[src/rtl/lcd_ctrl_seq_if.sv]
// Command/strobe bundle between the LCD sequencer (master) and the
// command source, IROM/IRB memories and image datapath (slave).
interface lcd_ctrl_seq_if #(
  parameter int ADDR_W = 6
);
  logic [2:0]        cmd;
  logic              cmd_valid;
  logic              busy;
  logic              done;
  logic              IROM_EN;
  logic              IRB_RW;
  logic [ADDR_W-1:0] ADDR;
  logic              img_we;
  logic [ADDR_W-1:0] img_addr;
  logic              op_go;
  logic [2:0]        op_cmd;
  logic              op_ack;
  logic              wb_en;
  logic [ADDR_W-1:0] wb_addr;
  logic              err;

  modport master (
    input  cmd, cmd_valid, op_ack,
    output busy, done, IROM_EN, IRB_RW, ADDR, img_we, img_addr,
           op_go, op_cmd, wb_en, wb_addr, err
  );

  modport slave (
    output cmd, cmd_valid, op_ack,
    input  busy, done, IROM_EN, IRB_RW, ADDR, img_we, img_addr,
           op_go, op_cmd, wb_en, wb_addr, err
  );
endinterface

[src/rtl/lcd_ctrl_seq.sv]
// LCD image controller sequencer: IROM load, op dispatch, IRB writeback.
// Define LCD_SEQ_OP_TIMEOUT_EN to abort ops that never see op_ack.
//   state     | meaning
//   LOAD_RD   | IROM read, ADDR 0..N_WORDS-1 (first cycle after reset is setup)
//   LOAD_TAIL | capture of the last IROM byte
//   IDLE      | waiting for a command, busy=0
//   OP        | datapath operation in flight, waiting for op_ack
//   WRITE     | IRB write, ADDR 0..N_WORDS-1
//   FIN       | done pulse
module lcd_ctrl_seq #(
  parameter int ADDR_W  = 6,
  parameter int N_WORDS = 64
`ifdef LCD_SEQ_OP_TIMEOUT_EN
  , parameter int OP_TIMEOUT = 16
`endif
) (
  input  logic           clk,
  input  logic           reset,
  lcd_ctrl_seq_if.master bus
);

  typedef enum logic [2:0] {LOAD_RD, LOAD_TAIL, IDLE, OP, WRITE, FIN} state_t;

  localparam logic [ADDR_W-1:0] LAST_ADDR = ADDR_W'(N_WORDS - 1);

  state_t            state_q;
  logic              busy_q, done_q, irom_en_q, irb_rw_q, img_we_q, op_go_q, wb_en_q;
  logic [ADDR_W-1:0] addr_q, img_addr_q, addr_d;
  logic [2:0]        op_cmd_q;

`ifdef LCD_SEQ_OP_TIMEOUT_EN
  localparam int TMR_W = $clog2(OP_TIMEOUT + 1);
  logic [TMR_W-1:0] tmr_q;
  logic             err_q;
`endif

  assign addr_d = addr_q + ADDR_W'(1);

  always_ff @(posedge clk or negedge reset) begin
    if (!reset) begin
      state_q    <= LOAD_RD;
      busy_q     <= 1'b1;
      done_q     <= 1'b0;
      irom_en_q  <= 1'b1;
      irb_rw_q   <= 1'b1;
      addr_q     <= '0;
      img_we_q   <= 1'b0;
      img_addr_q <= '0;
      op_go_q    <= 1'b0;
      op_cmd_q   <= '0;
      wb_en_q    <= 1'b0;
`ifdef LCD_SEQ_OP_TIMEOUT_EN
      tmr_q      <= '0;
      err_q      <= 1'b0;
`endif
    end else begin
      done_q   <= 1'b0;
      op_go_q  <= 1'b0;
      img_we_q <= 1'b0;
`ifdef LCD_SEQ_OP_TIMEOUT_EN
      err_q    <= 1'b0;
`endif
      case (state_q)
        LOAD_RD: begin
          // IROM_EN still high means this is the setup edge right after reset
          if (irom_en_q) begin
            irom_en_q <= 1'b0;
            addr_q    <= '0;
          end else begin
            img_we_q   <= 1'b1;
            img_addr_q <= addr_q;
            if (addr_q == LAST_ADDR) begin
              state_q   <= LOAD_TAIL;
              irom_en_q <= 1'b1;
              addr_q    <= '0;
            end else begin
              addr_q <= addr_d;
            end
          end
        end
        LOAD_TAIL: begin
          state_q    <= IDLE;
          busy_q     <= 1'b0;
          img_addr_q <= '0;
        end
        IDLE: begin
          if (bus.cmd_valid && !busy_q) begin
            busy_q <= 1'b1;
            if (bus.cmd == 3'd0) begin
              state_q  <= WRITE;
              irb_rw_q <= 1'b0;
              wb_en_q  <= 1'b1;
              addr_q   <= '0;
            end else begin
              state_q  <= OP;
              op_cmd_q <= bus.cmd;
              op_go_q  <= 1'b1;
`ifdef LCD_SEQ_OP_TIMEOUT_EN
              tmr_q    <= TMR_W'(OP_TIMEOUT - 1);
`endif
            end
          end
        end
        OP: begin
          if (bus.op_ack) begin
            state_q <= IDLE;
            busy_q  <= 1'b0;
          end
`ifdef LCD_SEQ_OP_TIMEOUT_EN
          else if (tmr_q == '0) begin
            state_q <= IDLE;
            busy_q  <= 1'b0;
            err_q   <= 1'b1;
          end else begin
            tmr_q <= tmr_q - TMR_W'(1);
          end
`endif
        end
        WRITE: begin
          if (addr_q == LAST_ADDR) begin
            state_q  <= FIN;
            irb_rw_q <= 1'b1;
            wb_en_q  <= 1'b0;
            done_q   <= 1'b1;
            addr_q   <= '0;
          end else begin
            addr_q <= addr_d;
          end
        end
        FIN: begin
          state_q <= IDLE;
          busy_q  <= 1'b0;
        end
        default: begin
          state_q   <= LOAD_RD;
          busy_q    <= 1'b1;
          irom_en_q <= 1'b1;
          irb_rw_q  <= 1'b1;
          wb_en_q   <= 1'b0;
          addr_q    <= '0;
        end
      endcase
    end
  end

  assign bus.busy     = busy_q;
  assign bus.done     = done_q;
  assign bus.IROM_EN  = irom_en_q;
  assign bus.IRB_RW   = irb_rw_q;
  assign bus.ADDR     = addr_q;
  assign bus.img_we   = img_we_q;
  assign bus.img_addr = img_addr_q;
  assign bus.op_go    = op_go_q;
  assign bus.op_cmd   = op_cmd_q;
  assign bus.wb_en    = wb_en_q;
  assign bus.wb_addr  = addr_q;
`ifdef LCD_SEQ_OP_TIMEOUT_EN
  assign bus.err      = err_q;
`else
  assign bus.err      = 1'b0;
`endif

endmodule

[src/flat_wrapper.sv]
// flat-port wrapper written by rule: the top's interface ports become plain ports
module lcd_ctrl_seq_flat 
#(
  parameter int ADDR_W  = 6,
  parameter int N_WORDS = 64

)
  (clk, reset, bus_cmd, bus_cmd_valid, bus_op_ack, bus_busy, bus_done, bus_IROM_EN, bus_IRB_RW, bus_ADDR, bus_img_we, bus_img_addr, bus_op_go, bus_op_cmd, bus_wb_en, bus_wb_addr, bus_err);
  lcd_ctrl_seq_if #(.ADDR_W(ADDR_W)) bus_i ();
  input  logic clk;
  input  logic reset;
  input wire logic [$bits(bus_i.cmd)-1:0] bus_cmd;
  input wire logic [$bits(bus_i.cmd_valid)-1:0] bus_cmd_valid;
  input wire logic [$bits(bus_i.op_ack)-1:0] bus_op_ack;
  output wire logic [$bits(bus_i.busy)-1:0] bus_busy;
  output wire logic [$bits(bus_i.done)-1:0] bus_done;
  output wire logic [$bits(bus_i.IROM_EN)-1:0] bus_IROM_EN;
  output wire logic [$bits(bus_i.IRB_RW)-1:0] bus_IRB_RW;
  output wire logic [$bits(bus_i.ADDR)-1:0] bus_ADDR;
  output wire logic [$bits(bus_i.img_we)-1:0] bus_img_we;
  output wire logic [$bits(bus_i.img_addr)-1:0] bus_img_addr;
  output wire logic [$bits(bus_i.op_go)-1:0] bus_op_go;
  output wire logic [$bits(bus_i.op_cmd)-1:0] bus_op_cmd;
  output wire logic [$bits(bus_i.wb_en)-1:0] bus_wb_en;
  output wire logic [$bits(bus_i.wb_addr)-1:0] bus_wb_addr;
  output wire logic [$bits(bus_i.err)-1:0] bus_err;
  assign bus_i.cmd = bus_cmd;
  assign bus_i.cmd_valid = bus_cmd_valid;
  assign bus_i.op_ack = bus_op_ack;
  assign bus_busy = bus_i.busy;
  assign bus_done = bus_i.done;
  assign bus_IROM_EN = bus_i.IROM_EN;
  assign bus_IRB_RW = bus_i.IRB_RW;
  assign bus_ADDR = bus_i.ADDR;
  assign bus_img_we = bus_i.img_we;
  assign bus_img_addr = bus_i.img_addr;
  assign bus_op_go = bus_i.op_go;
  assign bus_op_cmd = bus_i.op_cmd;
  assign bus_wb_en = bus_i.wb_en;
  assign bus_wb_addr = bus_i.wb_addr;
  assign bus_err = bus_i.err;
  lcd_ctrl_seq #(.ADDR_W(ADDR_W), .N_WORDS(N_WORDS)) u_core (.clk(clk), .reset(reset), .bus(bus_i));
endmodule
[config.mk]
export PLATFORM = sky130hd
export DESIGN_NAME = lcd_ctrl_seq_flat
export DESIGN_NICKNAME = d
export VERILOG_FILES = /design/src/rtl/lcd_ctrl_seq_if.sv /design/src/rtl/lcd_ctrl_seq.sv /design/src/flat_wrapper.sv
export SDC_FILE = /design/constraint.sdc
export NUM_CORES = 1
export LEC_CHECK = 0
export BUFFER_PORTS_ARGS = -buffer_cell sky130_fd_sc_hd__buf_4
export CORE_MARGIN = 1.5
export CORE_UTILIZATION = 50
export CTS_CLUSTER_DIAMETER = 150
export DETAILED_ROUTE_END_ITERATION = 7
export PLACE_DENSITY = 0.89
export SLEW_MARGIN = 20
export SYNTH_ARGS = -nofsm -noshare
export SYNTH_HDL_FRONTEND = slang
export SYNTH_SLANG_ARGS = --single-unit
[constraint.sdc]
create_clock -name clk -period 4.7 [get_ports clk]
set_clock_uncertainty 0.05 [all_clocks]
set_input_delay 0.705 -clock clk [delete_from_list [all_inputs] [get_ports clk]]
set_output_delay 0.705 -clock clk [all_outputs]
set_load 0.1 [all_outputs]
# Word level (Yosys, flattened, before mapping)
# Index checks and enable logic that the tools add are counted.
totals:
  reg_bits: 25
  inputBits: 7
  out_inout_bits: 29
op_classes:
  add_sub_neg: 1
  eq_ne: 12
  mux: 34
  n_bitwise: 4
  reduce_logical: 16
op_table:
  columns: ["op", "n"]
  rows:
  - ["$mux 6", 5]
  - ["$pmux 6 s4", 1]
  - ["$mux 3", 6]
  - ["$mux 1", 16]
  - ["$pmux 3 s5", 1]
  - ["$pmux 6 s2", 1]
  - ["$reduce_and 3->1", 3]
  - ["$ne 2x1->1 const B", 4]
  - ["$add 6x1->6 const B", 1]
  - ["$eq 3x2->1 const B", 2]
  - ["$eq 3x3->1 const B", 2]
  - ["$eq 6x6->1 const B", 1]
  - ["$logic_not 3->1", 2]
  - ["$pmux 1 s3", 2]
  - ["$reduce_and 5->1", 1]
  - ["$reduce_or 5->1", 1]
  - ["$ne 2x2->1 const B", 2]
  - ["$not 1->1", 4]
  - ["$pmux 1 s4", 1]
  - ["$reduce_and 4->1", 1]
  - ["$reduce_or 2->1", 2]
  - ["$reduce_or 4->1", 1]
  - ["$eq 3x1->1 const B", 1]
  - ["$reduce_or 3->1", 1]
  - ["5 further kinds", 5]

# Depth between registers and ports, before layout
depth:
  word_depth: 4
  mapped_depth: 5

# Worst setup path before layout
# No wires, ideal clock.
synth_path:
  path_kind: "reg-to-reg"
  start: "reg u_core.addr_q[0] (netlist: u_core.bus.ADDR[0])"
  end: "reg u_core.wb_en_q (netlist: u_core.bus.wb_en)"
  arrival_time_ps: 2243
  slack_ps: 2282
  stages_incl_launch_ff: 5
  period_less_slack_ps: 2418
  path_cell_list: "dfrtp_1 -> ha_1 -> nand4b_1 -> a311oi_2 -> mux2_2"
synth_via:
  elab_chain_cells: 3
synth_lines:
  columns: ["item", "line_no", "rtl"]
  rows:
  - ["start, declared", "lcd_ctrl_seq.sv:28", "logic [ADDR_W-1:0] addr_q, img_addr_q, addr_d;"]
  - ["start signal, assigned", "lcd_ctrl_seq.sv:77", "addr_q <= addr_d;"]
  - ["start signal, assigned", "lcd_ctrl_seq.sv:127", "addr_q <= addr_d;"]
  - ["$eq 6x6->1", "lcd_ctrl_seq.sv:120", "if (addr_q == LAST_ADDR) begin"]
  - ["$ne 2x1->1 (no source line)", null, null]
  - ["$reduce_and 4->1 (no source line)", null, null]
  - ["end signal, assigned", "lcd_ctrl_seq.sv:92", "wb_en_q <= 1'b1;"]
  - ["end signal, assigned", "lcd_ctrl_seq.sv:123", "wb_en_q <= 1'b0;"]
  - ["end signal, assigned", "lcd_ctrl_seq.sv:139", "wb_en_q <= 1'b0;"]
  - ["end, declared", "lcd_ctrl_seq.sv:27", "logic busy_q, done_q, irom_en_q, irb_rw_q, img_we_q, op_go_q, wb_en_q;"]
# Every way passes these cells.
# A chain may end at the register's enable or synchronous reset.

# Final worst setup path
layout_path:
  start: "reg u_core.irom_en_q (netlist: u_core.bus.IROM_EN)"
  end: "out bus_IROM_EN"
layout_rtl:
  columns: ["item", "line_no", "rtl"]
  rows:
  - ["start, declared", "lcd_ctrl_seq.sv:27", null]
  - ["start signal, assigned", "lcd_ctrl_seq.sv:44", "irom_en_q <= 1'b1;"]
  - ["start signal, assigned", "lcd_ctrl_seq.sv:67", "irom_en_q <= 1'b0;"]
  - ["start signal, assigned", "lcd_ctrl_seq.sv:74", "irom_en_q <= 1'b1;"]
  - ["end, declared", "flat_wrapper.sv:17", "output wire logic [$bits(bus_i.IROM_EN)-1:0] bus_IROM_EN;"]
# No word-level cell between the ends.

==> results.toml <==
[synth]
yosys_warnings = 0
seq_area_frac_synth_pct = 47.3
synth_area_um2 = 1330
synthFlopType = "dfrtp_1"
ys_ff_latch = 25
syn_nets = 142
avgSynthCellArea_um2 = 10.1
synth-edff-count = 0
syn-instance-count = 132
synthArstFlopShare_pct = 100
synth_cell_types = 41

[die]
core.rowCount = 18
start_util_pct = 53.3
die_h_um = 54.6
pin_count = 36
die_w_um = 54.6
coreArea_um2 = 2500
die-area_um2 = 2980

[detailed_routing]
wl_per_cell_um = 14.8
viasPerCell = 6.10
routed_wl_mm = 2.77
drt_iter0_drc = 33
vias = 1141
drc = 0
drtAntennaViolNets = 0
drtPass1Iterations = 4

[cts]
ctsResizeCount = 0
clkSlewWorstSetupHoldPaths_ps = 130
cts_buffers = 3
cts.path.max_buffers = 2
cts_tree = "built"
htreeDepth = 1
cts.sinks = 25
ctsHoldBuffers = 0
clockRootBuffer = "clkbuf_4"
postCtsSetupBuffers = 0
clk-insertion-delay-late_ps = 310

[global_route]
grtUsageTotal_pct = 20.2
grt_overflow = 0
antenna_found_initial = 0
grt_pass1_wl_mm = 4.31
grt_pass1_vias = 1001
grt_max_degree = 26

[critical_path]
worstPathCellList = "buf_4"
crit_required_ps = 3940
critPathBufInv = 1
crit_fanout = 12
cp-end-kind = "output port"
cp_top_family = "flip-flops"
worstSetupPathType = "reg -> out"
crit_arrival_ps = 1320
path_depth = 1
cp_slowest_cell = "dfstp_2"
critPathMaxStageDelay_ps = 680
critPathLaunchType = "register"
reg2regPathDepth = 4

[sta]
clock.fmax_mhz = 481
rsz0062_at_grt = "no"
worst_pin_slew_ps = 613
min_period_ps = 2080
slew_headroom_pct = 59.2
hold_viol_final = 0
setup_viol = 0
slew_violations = 0
fin_crit_sh_pct = 44.2
tns_ps = 0

[finish]
nFillCells = 196
syn_to_final_growth_pct = 17.6
n_antenna_cell = 0
finalNetCount = 168
drive_above_1_share_pct = 31.8

[outcome]
status = "finished clean"

[hold_path]
hp-class = "in -> async"

[placement]
hpwl_mm = 2.00
io_buffers = 34
globalplace.congestion = 0.809

[job]
max_cap_violations = 0
## cell usage in the layout (no fill, tap or decap), drive strengths merged, types with 2 or more instances in the layout
cell / instances
mux2i: 2
nor3: 4
a31oi: 2
buf: 34
nand2: 10
or3: 3
a32oi: 2
a21oi: 8
clkbuf: 4
a22oi: 6
ha: 3
o21ai: 14
nand4b: 2
mux2: 4
nand2b: 2
nor2: 4
dfstp: 3
dfrtp: 22
nand3: 5
inv: 6
## final cells by class
cell class / instances / area [µm²] / area share, %
clock buffers: 4 / 26.3 / 1.68
inverters: 6 / 22.5 / 1.44
multi-input cells: 88 / 594 / 38.0
flip-flops and latches: 25 / 629 / 40.2
well taps: 30 / 37.5 / 2.40
repair buffers: 34 / 255 / 16.3
## kinds of logic (layout without fill, tap and decap cells)
| logic type | after synthesis | count (layout) | share of synthesized area [%] |
|---|---|---|---|
| multiplexers | 6 | 6 | 4.89 |
| other | 1 | 1 | 0.282 |
| flip-flops | 25 | 25 | 47.3 |
| buffers and inverters | 19 | 44 | 8.08 |
| AND/OR/NAND/NOR | 39 | 39 | 17.5 |
| AO/OA/AOI/OAI | 39 | 39 | 19.2 |
| adder cells (fa/ha/maj) | 3 | 3 | 2.82 |
## routing by layer
metal  wire length, µm  track usage (%)  up-vias
met5                 0                0        -
met4                48             4.17        0
met3               211             5.46        8
met2              1300             35.9       65
met1              1220             24.3      540
li1                  -                -      528
## state kept, by name (all words and copies together) (netlist names)
signal	count
u_core.bus.IRB_RW	1
u_core.bus.IROM_EN	1
u_core.bus.done	1
u_core.bus.wb_en	1
u_core.state_q	3
u_core.bus.op_cmd	3
u_core.bus.img_we	1
u_core.bus.ADDR	6
u_core.bus.busy	1
u_core.bus.img_addr	6
u_core.bus.op_go	1
## synth_stat cells, types with 3 or more instances
cell	n	area share, %
buf_4	7	3.9
dfrtp_1	22	41
nand2_1	10	2.8
dfstp_2	3	5.9
a22oi_1	6	3.4
nand3_1	5	1.9
nor2_1	4	1.1
or3_1	3	1.4
a21oi_1	7	2.6
clkbuf_1	3	0.85
o21ai_0	14	5.3
mux2_2	4	3.4
ha_1	3	2.8
inv_1	6	1.7
nor3_1	3	1.1
## worst paths after layout
| path | from | end | slack [ps] |
|---|---|---|---|
| worst max-delay path | u_core.bus.IROM_EN | bus_IROM_EN | 2620 |
| worst min-delay path | reset | u_core.bus.done | 220 |
| worst max register to register | u_core.state_q[0] | u_core.bus.wb_en | 2760 |
| worst min register to register | u_core.bus.IRB_RW | u_core.bus.IRB_RW | 440 |
| max in group asynchronous | reset | u_core.bus.IROM_EN | 4090 |
| min in group clk | u_core.bus.IRB_RW | u_core.bus.IRB_RW | 440 |
## stage by stage
stage / hold WS, ps / instances / area (µm²) / utilization [%] / setup WS (ps)
after floorplan: 359 / 132 / 1330 / - / 2280
final: 221 / 187 / 1570 / 62.6 / 2620
after CTS: 219 / 187 / 1570 / 62.6 / 2620
after detailed placement: 421 / 183 / 1540 / 61.6 / 2650
after global placement: 413 / 183 / 1540 / 61.6 / 2670
after global routing: 236 / 187 / 1570 / 62.6 / 2590
Power is left out: the tool's default activity adds up to more than one toggle a clock period on the data nets, which glitch-free logic cannot reach.
